[src/rtl/mac_pkg.sv]
// Shared definitions for the requantizing MAC output stage: FSM encoding and
// the clamp limits of the 8-bit activation range.
package mac_pkg;

  typedef enum logic [1:0] {
    S_HI   = 2'd0,
    S_LO   = 2'd1,
    S_CALC = 2'd2,
    S_OUT  = 2'd3
  } state_t;

  localparam int ACT_MAX_U = 127;
  localparam int ACT_MAX_S = 127;
  localparam int ACT_MIN_S = -128;

endpackage

[src/rtl/mac_requant_core.sv]
// Combinational requantizer: rounding arithmetic right shift of a signed
// accumulator, then ReLU or signed clamp into an OUT_W-bit activation.
module requant_core
  import mac_pkg::*;
#(
  parameter int ACC_W   = 32,
  parameter int SHIFT_W = 5,
  parameter int OUT_W   = 8
) (
  input  logic [ACC_W-1:0]   acc,
  input  logic [SHIFT_W-1:0] shift,
  input  logic               relu,
  output logic [OUT_W-1:0]   act,
  output logic               sat
);

  localparam logic signed [ACC_W:0] L_ZERO  = '0;
  localparam logic signed [ACC_W:0] L_MAX_U = (ACC_W+1)'(ACT_MAX_U);
  localparam logic signed [ACC_W:0] L_MAX_S = (ACC_W+1)'(ACT_MAX_S);
  localparam logic signed [ACC_W:0] L_MIN_S = (ACC_W+1)'(ACT_MIN_S);

  logic signed [ACC_W:0] w_ext;
  logic signed [ACC_W:0] w_bias;
  logic signed [ACC_W:0] w_sum;
  logic signed [ACC_W:0] w_r;

  // One guard bit keeps acc + 2^(shift-1) from overflowing for any input.
  always_comb begin
    w_ext  = {acc[ACC_W-1], acc};
    w_bias = '0;
    if (shift != '0) begin
      w_bias = (ACC_W+1)'(1) << (shift - SHIFT_W'(1));
    end
    w_sum = w_ext + w_bias;
    w_r   = w_sum >>> shift;
  end

  always_comb begin
    act = w_r[OUT_W-1:0];
    sat = 1'b0;
    if (relu) begin
      // Zeroing negatives is the intended ReLU behaviour, not a clamp event.
      if (w_r < L_ZERO) begin
        act = '0;
      end else if (w_r > L_MAX_U) begin
        act = L_MAX_U[OUT_W-1:0];
        sat = 1'b1;
      end
    end else begin
      if (w_r > L_MAX_S) begin
        act = L_MAX_S[OUT_W-1:0];
        sat = 1'b1;
      end else if (w_r < L_MIN_S) begin
        act = L_MIN_S[OUT_W-1:0];
        sat = 1'b1;
      end
    end
  end

endmodule

[src/rtl/mac_requant.sv]
// Collects a 32-bit accumulator in two beats (upper first), requantizes it to
// one activation and counts clamp events for debug readout.
module mac_requant
  import mac_pkg::*;
#(
  parameter int ACC_W   = 32,
  parameter int BEAT_W  = 16,
  parameter int OUT_W   = 8,
  parameter int SHIFT_W = 5,
  parameter int CNT_W   = 8
) (
  input  logic               clk,
  input  logic               rst,
  input  logic               cfg_load,
  input  logic [SHIFT_W-1:0] cfg_shift,
  input  logic               cfg_relu,
  input  logic               in_valid,
  output logic               in_ready,
  input  logic [BEAT_W-1:0]  in_beat,
  output logic               out_valid,
  input  logic               out_ready,
  output logic [OUT_W-1:0]   out_act,
  output logic               out_sat,
  output logic [CNT_W-1:0]   sat_count
);

  // Handshakes: a beat transfers on a rising edge where in_valid & in_ready;
  // a result transfers where out_valid & out_ready. out_valid is a register
  // and never looks at out_ready combinationally.

  state_t             r_state;
  logic [BEAT_W-1:0]  r_acc_hi;
  logic [BEAT_W-1:0]  r_acc_lo;
  logic [SHIFT_W-1:0] r_shift;
  logic               r_relu;
  logic               r_out_valid;
  logic [OUT_W-1:0]   r_out_act;
  logic               r_out_sat;
  logic [CNT_W-1:0]   r_sat_count;

  logic [ACC_W-1:0]   w_acc;
  logic [OUT_W-1:0]   w_act;
  logic               w_sat;

  assign w_acc = {r_acc_hi, r_acc_lo};

  requant_core #(
    .ACC_W   (ACC_W),
    .SHIFT_W (SHIFT_W),
    .OUT_W   (OUT_W)
  ) u_core (
    .acc   (w_acc),
    .shift (r_shift),
    .relu  (r_relu),
    .act   (w_act),
    .sat   (w_sat)
  );

  always_ff @(posedge clk) begin
    if (rst) begin
      r_state     <= S_HI;
      r_acc_hi    <= '0;
      r_acc_lo    <= '0;
      r_shift     <= '0;
      r_relu      <= 1'b1;
      r_out_valid <= 1'b0;
      r_out_act   <= '0;
      r_out_sat   <= 1'b0;
      r_sat_count <= '0;
    end else begin
      case (r_state)
        S_HI: begin
          // Config is only taken between results so a result never mixes settings.
          if (cfg_load) begin
            r_shift     <= cfg_shift;
            r_relu      <= cfg_relu;
            r_sat_count <= '0;
          end
          if (in_valid) begin
            r_acc_hi <= in_beat;
            r_state  <= S_LO;
          end
        end
        S_LO: begin
          if (in_valid) begin
            r_acc_lo <= in_beat;
            r_state  <= S_CALC;
          end
        end
        S_CALC: begin
          r_out_act   <= w_act;
          r_out_sat   <= w_sat;
          r_out_valid <= 1'b1;
          if (w_sat && (r_sat_count != '1)) begin
            r_sat_count <= r_sat_count + CNT_W'(1);
          end
          r_state <= S_OUT;
        end
        S_OUT: begin
          if (out_ready) begin
            r_out_valid <= 1'b0;
            r_state     <= S_HI;
          end
        end
        default: r_state <= S_HI;
      endcase
    end
  end

  assign in_ready  = (r_state == S_HI) || (r_state == S_LO);
  assign out_valid = r_out_valid;
  assign out_act   = r_out_act;
  assign out_sat   = r_out_sat;
  assign sat_count = r_sat_count;

endmodule

[config.mk]
export PLATFORM = sky130hd
export DESIGN_NAME = mac_requant
export DESIGN_NICKNAME = d
export VERILOG_FILES = /design/src/rtl/mac_pkg.sv /design/src/rtl/mac_requant_core.sv /design/src/rtl/mac_requant.sv
export SDC_FILE = /design/constraint.sdc
export NUM_CORES = 1
export LEC_CHECK = 0
export BUFFER_PORTS_ARGS = -buffer_cell sky130_fd_sc_hd__buf_2
export CORE_MARGIN = 2
export CORE_UTILIZATION = 40
export CTS_CLUSTER_DIAMETER = 60
export CTS_CLUSTER_SIZE = 14
export DETAILED_ROUTE_END_ITERATION = 8
export GPL_TIMING_DRIVEN = 0
export HOLD_SLACK_MARGIN = 0.15
export PLACE_DENSITY = 0.64
export SLEW_MARGIN = 10
export SYNTH_ARGS = -nofsm -noshare
export SYNTH_HDL_FRONTEND = slang
export SYNTH_SLANG_ARGS = --single-unit
[constraint.sdc]
create_clock -name clk -period 5.7 [get_ports clk]
set_input_delay 0.57 -clock clk [delete_from_list [all_inputs] [get_ports clk]]
set_output_delay 0.57 -clock clk [all_outputs]
set_load 0.02 [all_outputs]
==> metrics.csv, run 1 <==
metric,value,unit
status,"complete, no violations",
internal-power,1.69,mW
syn-num-nets,1144,
synth-edff-count,0,
core_area,0.0188,mm^2
h-tree-depth,3,
clk_pin_slew,0.05,ns
drtAntennaViolNets,0,
clk_latency,0.33,ns
wl_per_cell,21.5,um
tightest_slew,0.774,ns
drive_above_1_share,0.284,
drt-total-wl,30.4,mm
root_buffer,clkbuf_16,
grt_usage,0.291,
netlist_top_cells_area,"dfxtp_1 15%, nand2_1 8.3%, ha_1 6.0%, a21oi_1 6.0%, mux2i_1 5.0%",
power_switching,1.58,mW
ys_ff_latch,58,
dieWidth,142,um
row_count,50,
detailroute.via_count,9295,
grt_pass1_vias,8569,
p_clk_frac,0.166,
yosysSeqAreaShare,0.152,
critPathKind,register to register,
final-hold-violation-count,0,
worstPathRequired,5.92,ns
synth_top_area_frac,0.152,
synthFlopType,dfxtp_1,
grt_max_degree,11,
slew_headroom,0.477,
p_per_area,332,mW/mm^2
async_reset_ff_frac,0,
place_ws,-1.93,ns
synth_commonest_cells,"170 x nand2_1, 100 x nor2_1, 92 x a21oi_1",
stdcell_count,1416,
path_max_fanout,10,
route.detailed.drc,0,
final.period_utilization,0.994,
cp.arrival,5.88,ns
maxSlewViolCount,0,
fmax,176,MHz
numCtsBuffers,9,
start_util,0.408,
hpwl,23.0,mm
die_y,142,um
via_per_inst,6.56,
dieArea,0.0203,mm^2
switching_share,0.483,
antenna_found_initial,0,
p_comb_frac,0.660,
gp_congestion,0.980,
drt-pass1-iter-count,5,
syn-cell-area,0.00766,mm^2
final_nets,1244,
port_buffers,44,
fin_crit,5.67,ns
fillers,1841,
drv_cap,0,
grt_overflow,0,
placed_cells_incl_taps,1357,
clock_sinks,58,
io_pins,46,
p_seq_frac,0.175,
leakagePower,3.89,nW
ctsHoldBuffers,0,
skew,0.00660,ns
ir_drop,0.253,mV
start_kind,register,
drt_iter0_drc,1067,
critPathCaptureType,register,
min_path_type,register to register,
yosys_warnings,0,
setup_ws,0.0337,ns
grt_pass1_wl,46.3,mm
fin_setup_tns,0,ns
finalSetupViolCount,0,
syn_avg_cell_area,7.10,um^2
yosys.cell_types.count,101,
clock_path_buffers,2,
post-synth-top-count-cell,nand2_1,
antenna_cells,0,
postSynthCellCount,1079,
cts_tree,built,
area_growth,28.1,%
synth_top_area_cell,dfxtp_1,
==> final timing paths <==
check                                            endpoint                     from  slack (ns)  cells past startpoint
worst max-delay path            sat_count[0]$_SDFFE_PP0P_  r_shift[0]$_SDFFE_PP0P_        0.03                     22
worst min-delay path              out_act[4]$_SDFFE_PP0P_  out_act[4]$_SDFFE_PP0P_        0.44                      2
worst max register to register  sat_count[0]$_SDFFE_PP0P_  r_shift[0]$_SDFFE_PP0P_        0.03                     22
worst min register to register    out_act[4]$_SDFFE_PP0P_  out_act[4]$_SDFFE_PP0P_        0.44                      2
==> state kept, by name, summed over array words and instances, names as in the netlist <==
signal / cells
r_acc_lo: 16
out_act: 8
sat_count: 8
out_valid: 1
r_acc_hi: 16
r_state: 2
r_relu: 1
out_sat: 1
r_shift: 5
==> cell families (layout without fill, tap and decap cells) <==
kind of cell | after synthesis | in the layout | synth area share
adders and majority gates | 38 | 38 | 0.0630
DFF | 58 | 58 | 0.152
buffers and inverters | 100 | 203 | 0.0640
AOI/OAI and AO/OA | 355 | 355 | 0.329
and+or+nand+nor | 455 | 455 | 0.283
xor gates and xnor gates | 19 | 19 | 0.0217
muxes | 53 | 53 | 0.0879
other | 1 | 1 | 0.000489
==> layout make-up <==
type                       count  area, um^2  area share
inverter                      24         116      0.0119
buffer                        73         613      0.0625
tap                          234         293      0.0298
sequential                    58        1170       0.120
clock inverter                 3        40.0     0.00408
timing repair buffer          92         581      0.0591
multi-input combinational    921        6750       0.687
clock buffer                  11         253      0.0257
==> through the flow <==
step,power (mW),util,area [um^2],hold slack [ns]
2_1_floorplan,1.85,-,7670,0.441
3_3_place_gp,2.35,0.436,8180,0.439
3_5_place_dp,2.35,0.436,8180,0.443
4_1_cts,3.06,0.485,9100,0.451
5_1_grt,3.44,0.523,9820,0.475
6_report,3.26,0.523,9820,0.444
==> repair_timing <==
action,CTS,global route
resized for setup,130,151
endpoints found under the setup margin,16,16
pin swaps,17,43
buffers inserted,20,28
==> power groups by stage <==
stage | Clock (mW) | Combinational (mW) | Sequential, mW
final | 0.540 | 2.15 | 0.570
after floorplan | 0 | 1.29 | 0.566
after global routing | 0.562 | 2.30 | 0.577
after detailed placement | 0 | 1.79 | 0.561
after global placement | 0 | 1.79 | 0.561
after CTS | 0.548 | 1.95 | 0.560
==> placed cells by master, fill, tap and decap left out, drive strengths merged, types with 7 or more instances in the layout <==
cell type and n:
or3 17, a21boi 8, a31oi 19, nor2b 7, a21o 14, nor4 13, a21oi 95, a22o 7
nand2b 8, and3 10, inv 22, ha 37, nand4 28, a211oi 21, nand3 33, or2 10
o21a 13, and4 8, buf 137, nor3 27, o211ai 21, mux2i 38, nor2 102, clkbuf 39
xnor2 11, nand2 170, xor2 8, o21ai 57, dfxtp 58, and2 10, mux4 11, o31ai 9
==> worst max-delay path, cell delays in order, from the launching register on <==
cell and delay (ns):
dfxtp_2 0.47, inv_4 0.13, nand2_2 0.19, buf_6 0.23, nor2_1 0.07, ha_1 0.27, buf_4 0.16, nand4_1 0.21
or4_4 0.57, o22a_4 0.28, nand4_1 0.26, a211oi_4 0.13, a22o_1 0.28, a211oi_4 0.34, buf_4 0.17, o2bb2ai_1 0.06
a21oi_2 0.14, o21ai_1 0.09, or4_4 0.53, o41ai_4 0.40, buf_4 0.23, a21oi_1 0.07, o221a_1 0.23
==> routing by layer <==
metal,vias to the layer above,part of all wire,GRT usage,wire length [um]
li1,4284,-,-,-
met3,114,0.079,0.0310,2420
met2,478,0.44,0.453,13400
met1,4419,0.43,0.398,13000
met5,-,0,0,0
met4,0,0.053,0.150,1620
(Power assumes the default switching activity.)
==> inputs of run 2 (changes only) <==
--- a/config.mk
+++ b/config.mk
@@ -5,7 +5,7 @@
 export SDC_FILE = /design/constraint.sdc
 export NUM_CORES = 1
 export LEC_CHECK = 0
-export BUFFER_PORTS_ARGS = -buffer_cell sky130_fd_sc_hd__buf_2
+export BUFFER_PORTS_ARGS = -buffer_cell sky130_fd_sc_hd__buf_4
 export CORE_MARGIN = 2
 export CORE_UTILIZATION = 40
 export CTS_CLUSTER_DIAMETER = 60
==> run 2 against run 1 <==
Compared with the run above:
- clock power increased by 13%
- combinational power hardly changed
- sequential share of layout area about the same
- wire length shrank 2.1%
- clock skew is essentially flat
- utilization decreased by 0.087 points
- cell area shrank 0.17%
- critical path depth rose by 1
- flip-flop and latch count stayed put
- fmax up 0.49%
- global-route usage decreased by 0.37 points
- clock-buffer cell count up 1
- largest cell class unchanged
==> metrics.csv, run 2 (synthesized netlist as in run 1, its figures left out) <==
metric,value,unit,change
status,"complete, no violations",,unchanged
drt-pass1-iter-count,6,,was 5
reg2reg_from,r_shift[2]$_SDFFE_PP0P_,,was r_shift[0]$_SDFFE_PP0P_
layout_commonest_cell,nand2_1,,unchanged
wl_per_cell,21.1,um,was 21.5 um
tightest_slew,0.699,ns,was 0.774 ns
io_pins,46,,unchanged
cp_num_buf_inv,5,,unchanged
startpoint,r_shift[2]$_SDFFE_PP0P_,,was r_shift[0]$_SDFFE_PP0P_
power.total,3.32,mW,was 3.26 mW
start_util,0.408,,unchanged
grt_usage,0.287,,was 0.291
placed_cells_incl_taps,1357,,unchanged
via_per_inst,6.50,,was 6.56
setup_ws,0.0612,ns,was 0.0337 ns
start_kind,register,,unchanged
endpoint,sat_count[0]$_SDFFE_PP0P_,,unchanged
clock_sinks,58,,unchanged
fillers,1852,,was 1841
max_stage_delay,0.57,ns,about the same
grt_max_degree,11,,unchanged
grt_pass1_vias,8247,,was 8569
cp.arrival,5.86,ns,was 5.88 ns
final_nets,1236,,was 1244
stdcell_count,1410,,was 1416
area_growth,27.9,%,was 28.1%
min_path_cells,2,,unchanged
cp_common_cell,buf_8,,was buf_4
route.detailed.drc,0,,unchanged
drive_above_1_share,0.270,,was 0.284
antenna_cells,0,,unchanged
port_buffers,44,,unchanged
reg_top3,"r_acc_hi (16), r_acc_lo (16)",,unchanged
leakagePower,3.85,nW,was 3.89 nW
place_ws,-1.90,ns,was -1.93 ns
slew_headroom,0.528,,was 0.477
drt_iter0_drc,1061,,was 1067
finalSetupViolCount,0,,unchanged
gp_congestion,0.974,,was 0.980
r2r_end,sat_count[0]$_SDFFE_PP0P_,,unchanged
min_path_type,register to register,,unchanged
critPathCaptureType,register,,unchanged
crit_chain,"buf_8, buf_8, buf_12, nor2_4, nand2_2, nor2_1, ha_1, clkbuf_4, nand4_4, or4_4, o22a_4, o311a_1, nand3_1, o22ai_1, a31o_2, o211ai_1, a22oi_2, nor4_2, nand4_1, o41ai_4, buf_4, a21oi_1, o221a_1",,"was inv_4, nand2_2, buf_6, nor2_1, ha_1, buf_4, nand4_1, or4_4, o22a_4, nand4_1, a211oi_4, a22o_1, a211oi_4, buf_4, o2bb2ai_1, a21oi_2, o21ai_1, or4_4, o41ai_4, buf_4, a21oi_1, o221a_1"
clock_path_buffers,2,,unchanged
final.period_utilization,0.989,,was 0.994
fmax,177,MHz,was 176 MHz
slowest_stage,or4_4,,unchanged
clk_pin_slew,0.05,ns,about the same
worstPathRequired,5.92,ns,about the same
die_y,142,um,unchanged
drv_cap,0,,unchanged
p_per_area,338,mW/mm^2,was 332 mW/mm^2
skew,0.00684,ns,was 0.00660 ns
grt_pass1_wl,45.7,mm,was 46.3 mm
ir_drop,0.240,mV,was 0.253 mV
dieArea,0.0203,mm^2,unchanged
critPathKind,register to register,,unchanged
cp_top_family,compound AO/OA/AOI/OAI gates,,unchanged
fin_crit,5.64,ns,was 5.67 ns
hpwl,22.9,mm,was 23.0 mm
path_max_fanout,10,,unchanged
h-tree-depth,3,,unchanged
rr_worst_depth,23,,was 22
r2r_slack,0.06,ns,was 0.03 ns
cts_tree,built,,unchanged
hold-worst-slack,0.453,ns,was 0.444 ns
maxSlewViolCount,0,,unchanged
dieWidth,142,um,unchanged
detailroute.via_count,9169,,was 9295
grt_overflow,0,,unchanged
clk_latency,0.33,ns,about the same
final_cell_mix,"155 x nand2_1, 94 x nor2_1, 91 x buf_4",,"was 154 x nand2_1, 91 x nor2_1, 77 x a21oi_1"
ctsHoldBuffers,0,,unchanged
row_count,50,,unchanged
drt-total-wl,29.8,mm,was 30.4 mm
worstSetupPathDepth,23,,was 22
antenna_found_initial,0,,unchanged
root_buffer,clkbuf_16,,unchanged
final-hold-violation-count,0,,unchanged
drtAntennaViolNets,0,,unchanged
numCtsBuffers,9,,unchanged
core_area,0.0188,mm^2,unchanged
==> run 2: layer usage <==
metal  up-vias  global-route usage  wire length [um]
li1       4266                   -                 -
met1      4325               0.396             12900
met2       489               0.449             13200
met3        89              0.0390              2380
met4         0               0.126              1340
met5         -                   0                 0
==> run 2: worst min-delay path by stage <==
stage	endpoint	start	slack, ns
after global routing	out_act[1]$_SDFFE_PP0P_	out_act[1]$_SDFFE_PP0P_	0.49
after floorplan	r_acc_hi[0]$_SDFFE_PP0P_	r_acc_hi[0]$_SDFFE_PP0P_	0.44
after CTS	out_act[1]$_SDFFE_PP0P_	out_act[1]$_SDFFE_PP0P_	0.45
final	out_act[1]$_SDFFE_PP0P_	out_act[1]$_SDFFE_PP0P_	0.45
after global placement	out_act[3]$_SDFFE_PP0P_	out_act[3]$_SDFFE_PP0P_	0.44
after detailed placement	out_act[1]$_SDFFE_PP0P_	out_act[1]$_SDFFE_PP0P_	0.44
==> run 2: metrics by stage <==
stage          TNS [ns]  instance area, um^2  utilization
6_report              0                 9800        0.522
5_1_grt          -0.666                 9800        0.522
4_1_cts               0                 9230        0.492
3_5_place_dp     -28.58                 8290        0.442
3_3_place_gp     -30.06                 8290        0.442
2_1_floorplan         0                 7670            -
==> run 2: cell type report <==
cell class,instances,area (um^2),share of cell area
sequential,58,1170,0.120
timing repair buffer,84,638,0.0651
clock buffer,12,256,0.0262
clock inverter,4,73.8,0.00753
buffer,73,617,0.0629
multi-input combinational,921,6640,0.678
inverter,24,108,0.0110
tap,234,293,0.0299
==> run 2: timing repair <==
action,in CTS,in global routing
resized for setup,139,119
cloned,1,0
buffers inserted,13,26
endpoints found under the setup margin,16,16
hold endpoints to repair,0,0
pin swaps,13,34
==> run 2: tightest hold or removal path, cell delays in order (launching register included) <==
cell and delay, ns:
dfxtp_1 0.31, nand2_1 0.05, o21ai_1 0.05
==> run 2: report_power, final <==
group / leakage (nW) / internal [mW] / switching [mW] / total, mW
clock: 0.163 / 0.407 / 0.201 / 0.608
combinational: 3.21 / 0.842 / 1.30 / 2.14
sequential: 0.475 / 0.490 / 0.0787 / 0.568
total: 3.85 / 1.74 / 1.58 / 3.32
